[src/rtl/lif_layer_scheduler_pkg.sv]
// Shared definitions for the time-multiplexed LIF layer: width defaults,
// scheduler state encoding and the saturating adder used by the update unit.
package snn_pkg;

  localparam int DEF_DATA_WIDTH = 8;
  localparam int DEF_TREF_WIDTH = 4;

  typedef enum logic [1:0] {
    IDLE   = 2'd0,
    READ   = 2'd1,
    UPDATE = 2'd2,
    DONE   = 2'd3
  } state_e;

  // a + b clipped to the largest value representable in 'width' bits
  function automatic int unsigned sat_add(input int unsigned a, input int unsigned b,
                                          input int unsigned width);
    int unsigned lim;
    int unsigned s;
    lim = (32'd1 << width) - 32'd1;
    s   = a + b;
    return (s > lim) ? lim : s;
  endfunction

endpackage

[src/rtl/lif_layer_scheduler_update.sv]
// Combinational LIF neuron update: refractory hold, weighted integration with
// saturation, floored leak, threshold compare.
module lif_update_unit
  import snn_pkg::*;
#(
  parameter int NUM_INPUTS = 8,
  parameter int DATA_WIDTH = DEF_DATA_WIDTH,
  parameter int TREF_WIDTH = DEF_TREF_WIDTH
) (
  input  logic [DATA_WIDTH-1:0]            pot,
  input  logic [TREF_WIDTH-1:0]            refcnt,
  input  logic [NUM_INPUTS*DATA_WIDTH-1:0] weights,
  input  logic [NUM_INPUTS-1:0]            spikes,
  input  logic [DATA_WIDTH-1:0]            thr,
  input  logic [DATA_WIDTH-1:0]            leak,
  input  logic [TREF_WIDTH-1:0]            tref,
  output logic [DATA_WIDTH-1:0]            pot_next,
  output logic [TREF_WIDTH-1:0]            ref_next,
  output logic                             spike
);

  localparam int SUM_W = DATA_WIDTH + $clog2(NUM_INPUTS) + 1;

  logic [SUM_W-1:0]      wsum;
  logic [DATA_WIDTH-1:0] sat;
  logic [DATA_WIDTH-1:0] leaked;

  always_comb begin
    wsum = '0;
    for (int j = 0; j < NUM_INPUTS; j++) begin
      if (spikes[j]) wsum = wsum + SUM_W'(weights[DATA_WIDTH*j +: DATA_WIDTH]);
    end
    sat    = DATA_WIDTH'(sat_add(32'(pot), 32'(wsum), DATA_WIDTH));
    leaked = (sat >= leak) ? sat - leak : '0;

    pot_next = leaked;
    ref_next = '0;
    spike    = 1'b0;
    if (refcnt != '0) begin
      pot_next = '0;
      ref_next = refcnt - 1'b1;
    end else if (leaked >= thr) begin
      pot_next = '0;
      ref_next = tref;
      spike    = 1'b1;
    end
  end

endmodule

[src/rtl/lif_layer_scheduler.sv]
// Time-multiplexed LIF layer: one shared update unit walks neurons 0..N-1 per
// step (read, then write back) and publishes the full spike vector at the end.
module lif_layer_scheduler
  import snn_pkg::*;
#(
  parameter int NUM_NEURONS = 8,
  parameter int NUM_INPUTS  = 8,
  parameter int DATA_WIDTH  = DEF_DATA_WIDTH,
  parameter int TREF_WIDTH  = DEF_TREF_WIDTH,
  localparam int IDX_W      = $clog2(NUM_NEURONS),
  // one value wider than the index range so an out-of-range neuron is encodable
  localparam int ADDR_W     = $clog2(NUM_NEURONS + 1)
) (
  input  logic                             clk,
  input  logic                             reset_n,
  input  logic                             step_start,
  input  logic [NUM_INPUTS-1:0]            input_spike,
  input  logic [DATA_WIDTH-1:0]            threshold,
  input  logic [DATA_WIDTH-1:0]            leak_value,
  input  logic [TREF_WIDTH-1:0]            tref,
  input  logic                             cfg_we,
  input  logic [ADDR_W-1:0]                cfg_addr,
  input  logic [NUM_INPUTS*DATA_WIDTH-1:0] cfg_weight,
  output logic                             busy,
  output logic [NUM_NEURONS-1:0]           output_spike,
  output logic                             spike_valid,
  output logic                             step_drop,
  output logic                             cfg_err
);

  localparam int WV_W = NUM_INPUTS * DATA_WIDTH;
  localparam logic [IDX_W-1:0]  LAST_IDX = IDX_W'(NUM_NEURONS - 1);
  localparam logic [ADDR_W-1:0] ADDR_LIM = ADDR_W'(NUM_NEURONS);

  state_e                 state_q, state_d;
  logic [IDX_W-1:0]       idx_q, idx_d;
  logic [NUM_INPUTS-1:0]  spk_in_q, spk_in_d;
  logic [DATA_WIDTH-1:0]  thr_q, thr_d, leak_q, leak_d;
  logic [TREF_WIDTH-1:0]  tref_q, tref_d;
  logic [DATA_WIDTH-1:0]  op_pot_q, op_pot_d;
  logic [TREF_WIDTH-1:0]  op_ref_q, op_ref_d;
  logic [WV_W-1:0]        op_w_q, op_w_d;
  logic [NUM_NEURONS-1:0] shadow_q, shadow_d, out_spike_q, out_spike_d;
  logic                   spike_valid_q, spike_valid_d;
  logic                   step_drop_q, step_drop_d;
  logic                   cfg_err_q, cfg_err_d;
  logic                   nrn_we, cfg_ok;

  logic [DATA_WIDTH-1:0]  upd_pot;
  logic [TREF_WIDTH-1:0]  upd_ref;
  logic                   upd_spike;

  logic [DATA_WIDTH-1:0]  pot_arr [NUM_NEURONS];
  logic [TREF_WIDTH-1:0]  ref_arr [NUM_NEURONS];
  logic [WV_W-1:0]        w_arr   [NUM_NEURONS];

  lif_update_unit #(
    .NUM_INPUTS (NUM_INPUTS),
    .DATA_WIDTH (DATA_WIDTH),
    .TREF_WIDTH (TREF_WIDTH)
  ) u_update (
    .pot      (op_pot_q),
    .refcnt   (op_ref_q),
    .weights  (op_w_q),
    .spikes   (spk_in_q),
    .thr      (thr_q),
    .leak     (leak_q),
    .tref     (tref_q),
    .pot_next (upd_pot),
    .ref_next (upd_ref),
    .spike    (upd_spike)
  );

  for (genvar gi = 0; gi < NUM_NEURONS; gi++) begin : g_nrn
    logic [DATA_WIDTH-1:0] pot_q, pot_d;
    logic [TREF_WIDTH-1:0] ref_q, ref_d;
    logic [WV_W-1:0]       w_q, w_d;

    always_comb begin
      pot_d = pot_q;
      ref_d = ref_q;
      w_d   = w_q;
      if (nrn_we && idx_q == IDX_W'(gi)) begin
        pot_d = upd_pot;
        ref_d = upd_ref;
      end
      if (cfg_ok && cfg_addr == ADDR_W'(gi)) w_d = cfg_weight;
    end

    always_ff @(posedge clk or negedge reset_n) begin
      if (!reset_n) begin
        pot_q <= '0;
        ref_q <= '0;
        w_q   <= '0;
      end else begin
        pot_q <= pot_d;
        ref_q <= ref_d;
        w_q   <= w_d;
      end
    end

    assign pot_arr[gi] = pot_q;
    assign ref_arr[gi] = ref_q;
    assign w_arr[gi]   = w_q;
  end

  always_comb begin
    state_d       = state_q;
    idx_d         = idx_q;
    spk_in_d      = spk_in_q;
    thr_d         = thr_q;
    leak_d        = leak_q;
    tref_d        = tref_q;
    op_pot_d      = op_pot_q;
    op_ref_d      = op_ref_q;
    op_w_d        = op_w_q;
    shadow_d      = shadow_q;
    out_spike_d   = out_spike_q;
    spike_valid_d = 1'b0;
    step_drop_d   = 1'b0;
    cfg_err_d     = 1'b0;
    nrn_we        = 1'b0;
    cfg_ok        = 1'b0;

    // weight writes land at the same edge a step is accepted, so READ sees them
    if (cfg_we) begin
      if (state_q == IDLE && cfg_addr < ADDR_LIM) cfg_ok = 1'b1;
      else                                         cfg_err_d = 1'b1;
    end

    unique case (state_q)
      IDLE: begin
        if (step_start) begin
          spk_in_d = input_spike;
          thr_d    = threshold;
          leak_d   = leak_value;
          tref_d   = tref;
          idx_d    = '0;
          state_d  = READ;
        end
      end
      READ: begin
        op_pot_d = pot_arr[idx_q];
        op_ref_d = ref_arr[idx_q];
        op_w_d   = w_arr[idx_q];
        state_d  = UPDATE;
      end
      UPDATE: begin
        nrn_we           = 1'b1;
        shadow_d[idx_q]  = upd_spike;
        if (idx_q == LAST_IDX) begin
          state_d = DONE;
        end else begin
          idx_d   = idx_q + 1'b1;
          state_d = READ;
        end
      end
      DONE: begin
        out_spike_d   = shadow_q;
        spike_valid_d = 1'b1;
        state_d       = IDLE;
      end
      default: state_d = IDLE;
    endcase

    if (step_start && state_q != IDLE) step_drop_d = 1'b1;
  end

  always_ff @(posedge clk or negedge reset_n) begin
    if (!reset_n) begin
      state_q       <= IDLE;
      idx_q         <= '0;
      spk_in_q      <= '0;
      thr_q         <= '0;
      leak_q        <= '0;
      tref_q        <= '0;
      op_pot_q      <= '0;
      op_ref_q      <= '0;
      op_w_q        <= '0;
      shadow_q      <= '0;
      out_spike_q   <= '0;
      spike_valid_q <= 1'b0;
      step_drop_q   <= 1'b0;
      cfg_err_q     <= 1'b0;
    end else begin
      state_q       <= state_d;
      idx_q         <= idx_d;
      spk_in_q      <= spk_in_d;
      thr_q         <= thr_d;
      leak_q        <= leak_d;
      tref_q        <= tref_d;
      op_pot_q      <= op_pot_d;
      op_ref_q      <= op_ref_d;
      op_w_q        <= op_w_d;
      shadow_q      <= shadow_d;
      out_spike_q   <= out_spike_d;
      spike_valid_q <= spike_valid_d;
      step_drop_q   <= step_drop_d;
      cfg_err_q     <= cfg_err_d;
    end
  end

  assign busy         = (state_q != IDLE);
  assign output_spike = out_spike_q;
  assign spike_valid  = spike_valid_q;
  assign step_drop    = step_drop_q;
  assign cfg_err      = cfg_err_q;

endmodule

[config.mk]
export PLATFORM = sky130hd
export DESIGN_NAME = lif_layer_scheduler
export DESIGN_NICKNAME = d
export VERILOG_FILES = /design/src/rtl/lif_layer_scheduler_pkg.sv /design/src/rtl/lif_layer_scheduler_update.sv /design/src/rtl/lif_layer_scheduler.sv
export SDC_FILE = /design/constraint.sdc
export NUM_CORES = 1
export LEC_CHECK = 0
export BUFFER_PORTS_ARGS = -buffer_cell sky130_fd_sc_hd__buf_2
export CORE_MARGIN = 2
export CORE_UTILIZATION = 57
export DETAILED_ROUTE_END_ITERATION = 10
export PLACE_DENSITY = 0.77
export SYNTH_ARGS = -nofsm -noshare
export SYNTH_HDL_FRONTEND = slang
export SYNTH_SLANG_ARGS = --single-unit
[constraint.sdc]
create_clock -name clk -period 13.44 [get_ports clk]
set_input_delay 0.672 -clock clk [delete_from_list [all_inputs] [get_ports clk]]
set_output_delay 0.672 -clock clk [all_outputs]
set_load 0.02 [all_outputs]
==> impl_metrics.ini <==
[synthesis]
ys_types = 65
synth_top_area_share_pct = 51.8
syn_area_mm2 = 0.0356
avgSynthCellArea_um2 = 13.2
synthesis.nets = 2890
synth_area_leaders = dfrtp_1 52%, mux2_2 18%, mux4_2 9.6%, o21ai_0 3.4%, ha_1 3.0%
syn_inst = 2695
synth_ff_type = dfrtp_1
yosysTopAreaCell = dfrtp_1
ys_warn_count = 0
synthArstFlopShare_pct = 100
yosys_register_bits = 736
yosysMostFrequentCell = dfrtp_1
synthTopCellsByCount = 736 x dfrtp_1, 556 x mux2_2, 246 x nand2_1
synth_edf_count = 0
ys_seq_area_share_pct = 51.8

[routing]
dr.pass1.iters = 5
wl_um = 79300
wire_per_inst_um = 21.6
drt-initial-drc-count = 1460
via_per_inst = 6.04
drc = 0
ant_nets = 0
vias = 22152

[floorplan]
rows = 91
dieArea_mm2 = 0.0644
die_h_um = 254
core_mm2 = 0.0617
num_io_pins = 112
start_util_pct = 57.6
die_w_um = 254

[timing]
finalHoldWorstSlack_ns = 0.151
hold_viol = 0
slew_viol_final = 0
worst_slack_ns = 0.573
slew_headroom_pct = 27.2
period_share_pct = 95.7
fmax_ghz = 0.0777
fin_crit_ns = 12.87
skew_ns = 0.0259
worst_pin_slew_ns = 1.09
finalSetupViolCount = 0

[final_layout]
drive_gt1_share_pct = 37.1
area.growth.synth_to_final_pct = 11.7
layout.nets = 2967

[grt]
antenna_found_initial = 8
grt_overflow_total = 0
grt.total_usage_pct = 25.2
first_global_vias = 23185
grt_pass1_wl_um = 127000
grt_max_degree = 194

[clock_tree]
cts_tree = done
clkSinkCount = 736
clockBufferDepth = 3
clock_latency_ns = 0.63
h-tree-depth = 3
clk_pin_slew_ns = 0.06
cts_buffers = 76
cts_root_buffer = clkbuf_16

[worst_setup_path]
cp_top_family = compound AO/OA/AOI/OAI gates
crit_top_cell = a21o_1
path_buf_inv = 4
slowest_delay_ns = 0.38
critPathLaunchType = register
crit_arrival_ns = 13.33
end_kind = register
cp.required_ns = 13.90
cp_slowest_cell = dfrtp_1
crit_fanout = 9
path_class = register to register

[run]
maxCapViolCount = 0

[placement]
place_congestion = 0.907
place_ws_ns = -0.650
dpl.hpwl_um = 48700
port_buffers = 111

[min_path]
hp-class = primary input to asynchronous set/reset pin

[outcome]
status = completed
placed cells by master (no fill, tap or decap), types with 8 or more instances in the layout:
cell type	Yosys	routed
nor3_1	13	12
nor2_1	51	49
ha_1	86	77
nor2b_1	21	19
buf_4	1	37
mux2_2	556	556
o21ai_1	0	17
clkbuf_1	126	12
o21a_1	21	21
dfrtp_1	736	734
a21o_1	33	33
clkbuf_16	0	77
xnor2_1	24	24
mux2i_1	82	79
nand3_1	15	14
clkinv_2	0	13
xor2_1	13	12
buf_2	1	110
ha_4	0	8
clkbuf_8	0	17
a21oi_1	44	36
mux4_2	152	152
o21ai_0	244	223
inv_1	74	73
nand2b_1	9	9
nand2_1	246	242
cell type report:
class / count / area [um^2]
clock inverter: 26 / 260
sequential: 736 / 18400
antenna: 2 / 5.00
multi-input combinational: 1732 / 16600
clock buffer: 106 / 2210
fill: 4453 / 22000
inverter: 76 / 288
tap: 837 / 1050
timing repair buffer: 150 / 883
kinds of logic after synthesis:
| group | count (synthesis) | share of synthesized area, % |
|---|---|---|
| compound gates | 413 | 6.81 |
| xor+xnor | 39 | 1.03 |
| fa+ha+maj | 95 | 3.53 |
| buf+inv | 227 | 2.43 |
| flops | 736 | 51.8 |
| mux | 790 | 29.5 |
| simple gates | 395 | 4.88 |
worst paths after layout:
| kind | start | endpoint | slack, ns | cells past startpoint |
|---|---|---|---|---|
| worst max-delay path | op_w_q[0] | g_nrn[1].ref_q[3] | 0.57 | 69 |
| worst min-delay path | reset_n | spike_valid | 0.15 | 1 |
| worst max register to register | op_w_q[0] | g_nrn[1].ref_q[3] | 0.57 | 69 |
| worst min register to register | g_nrn[6].ref_q[0] | g_nrn[6].ref_q[0] | 0.47 | 2 |
| max in group asynchronous | reset_n | g_nrn[7].w_q[37] | 10.81 | 3 |
| min in group clk | threshold[1] | thr_q[1] | 0.25 | 3 |
sequential cells by signal (all words and copies together) (netlist names):
name	count
output_spike	8
g_nrn.pot_q	64
idx_q	3
state_q	2
spk_in_q	8
thr_q	8
step_drop	1
g_nrn.ref_q	32
spike_valid	1
op_w_q	64
cfg_err	1
tref_q	4
leak_q	8
g_nrn.w_q	512
op_pot_q	8
op_ref_q	4
shadow_q	8
metrics by stage:
stage	TNS [ns]	cell area [um^2]	util, %	instances
final	0	39700	64.4	3665
after global routing	-2.54	39700	64.4	3664
after CTS	0	39400	63.9	3654
after detailed placement	-20.74	36900	59.8	3521
after global placement	-0.398	36900	59.8	3521
after floorplan	0	35600	-	2695
timing repair:
item | 4_1_cts | 5_1_grt
buffers inserted | 1 | 9
pin swaps | 1 | 12
endpoints found under the setup margin | 104 | 104
resized for setup | 10 | 64
hold buffers | 0 | 0
layer usage:
metal | GRT usage [%] | share of wire (%)
met1 | 34.2 | 43
met2 | 42.5 | 50
met3 | 3.81 | 4.7
met4 | 7.26 | 2.2
met5 | 0 | 0.082
worst reg2reg max path: cells and delay by family, from the launching register on:
| family | cells | cell delay, ns |
|---|---|---|
| AOI/OAI and AO/OA | 43 | 6.84 |
| adders and majority gates | 12 | 3.37 |
| buffers and inverters | 4 | 0.48 |
| DFF | 1 | 0.38 |
| muxes | 2 | 0.48 |
| and+or+nand+nor | 8 | 1.19 |
Power is not shown: default switching activity piles up to over one toggle a cycle in this logic, so the estimate is an artifact.
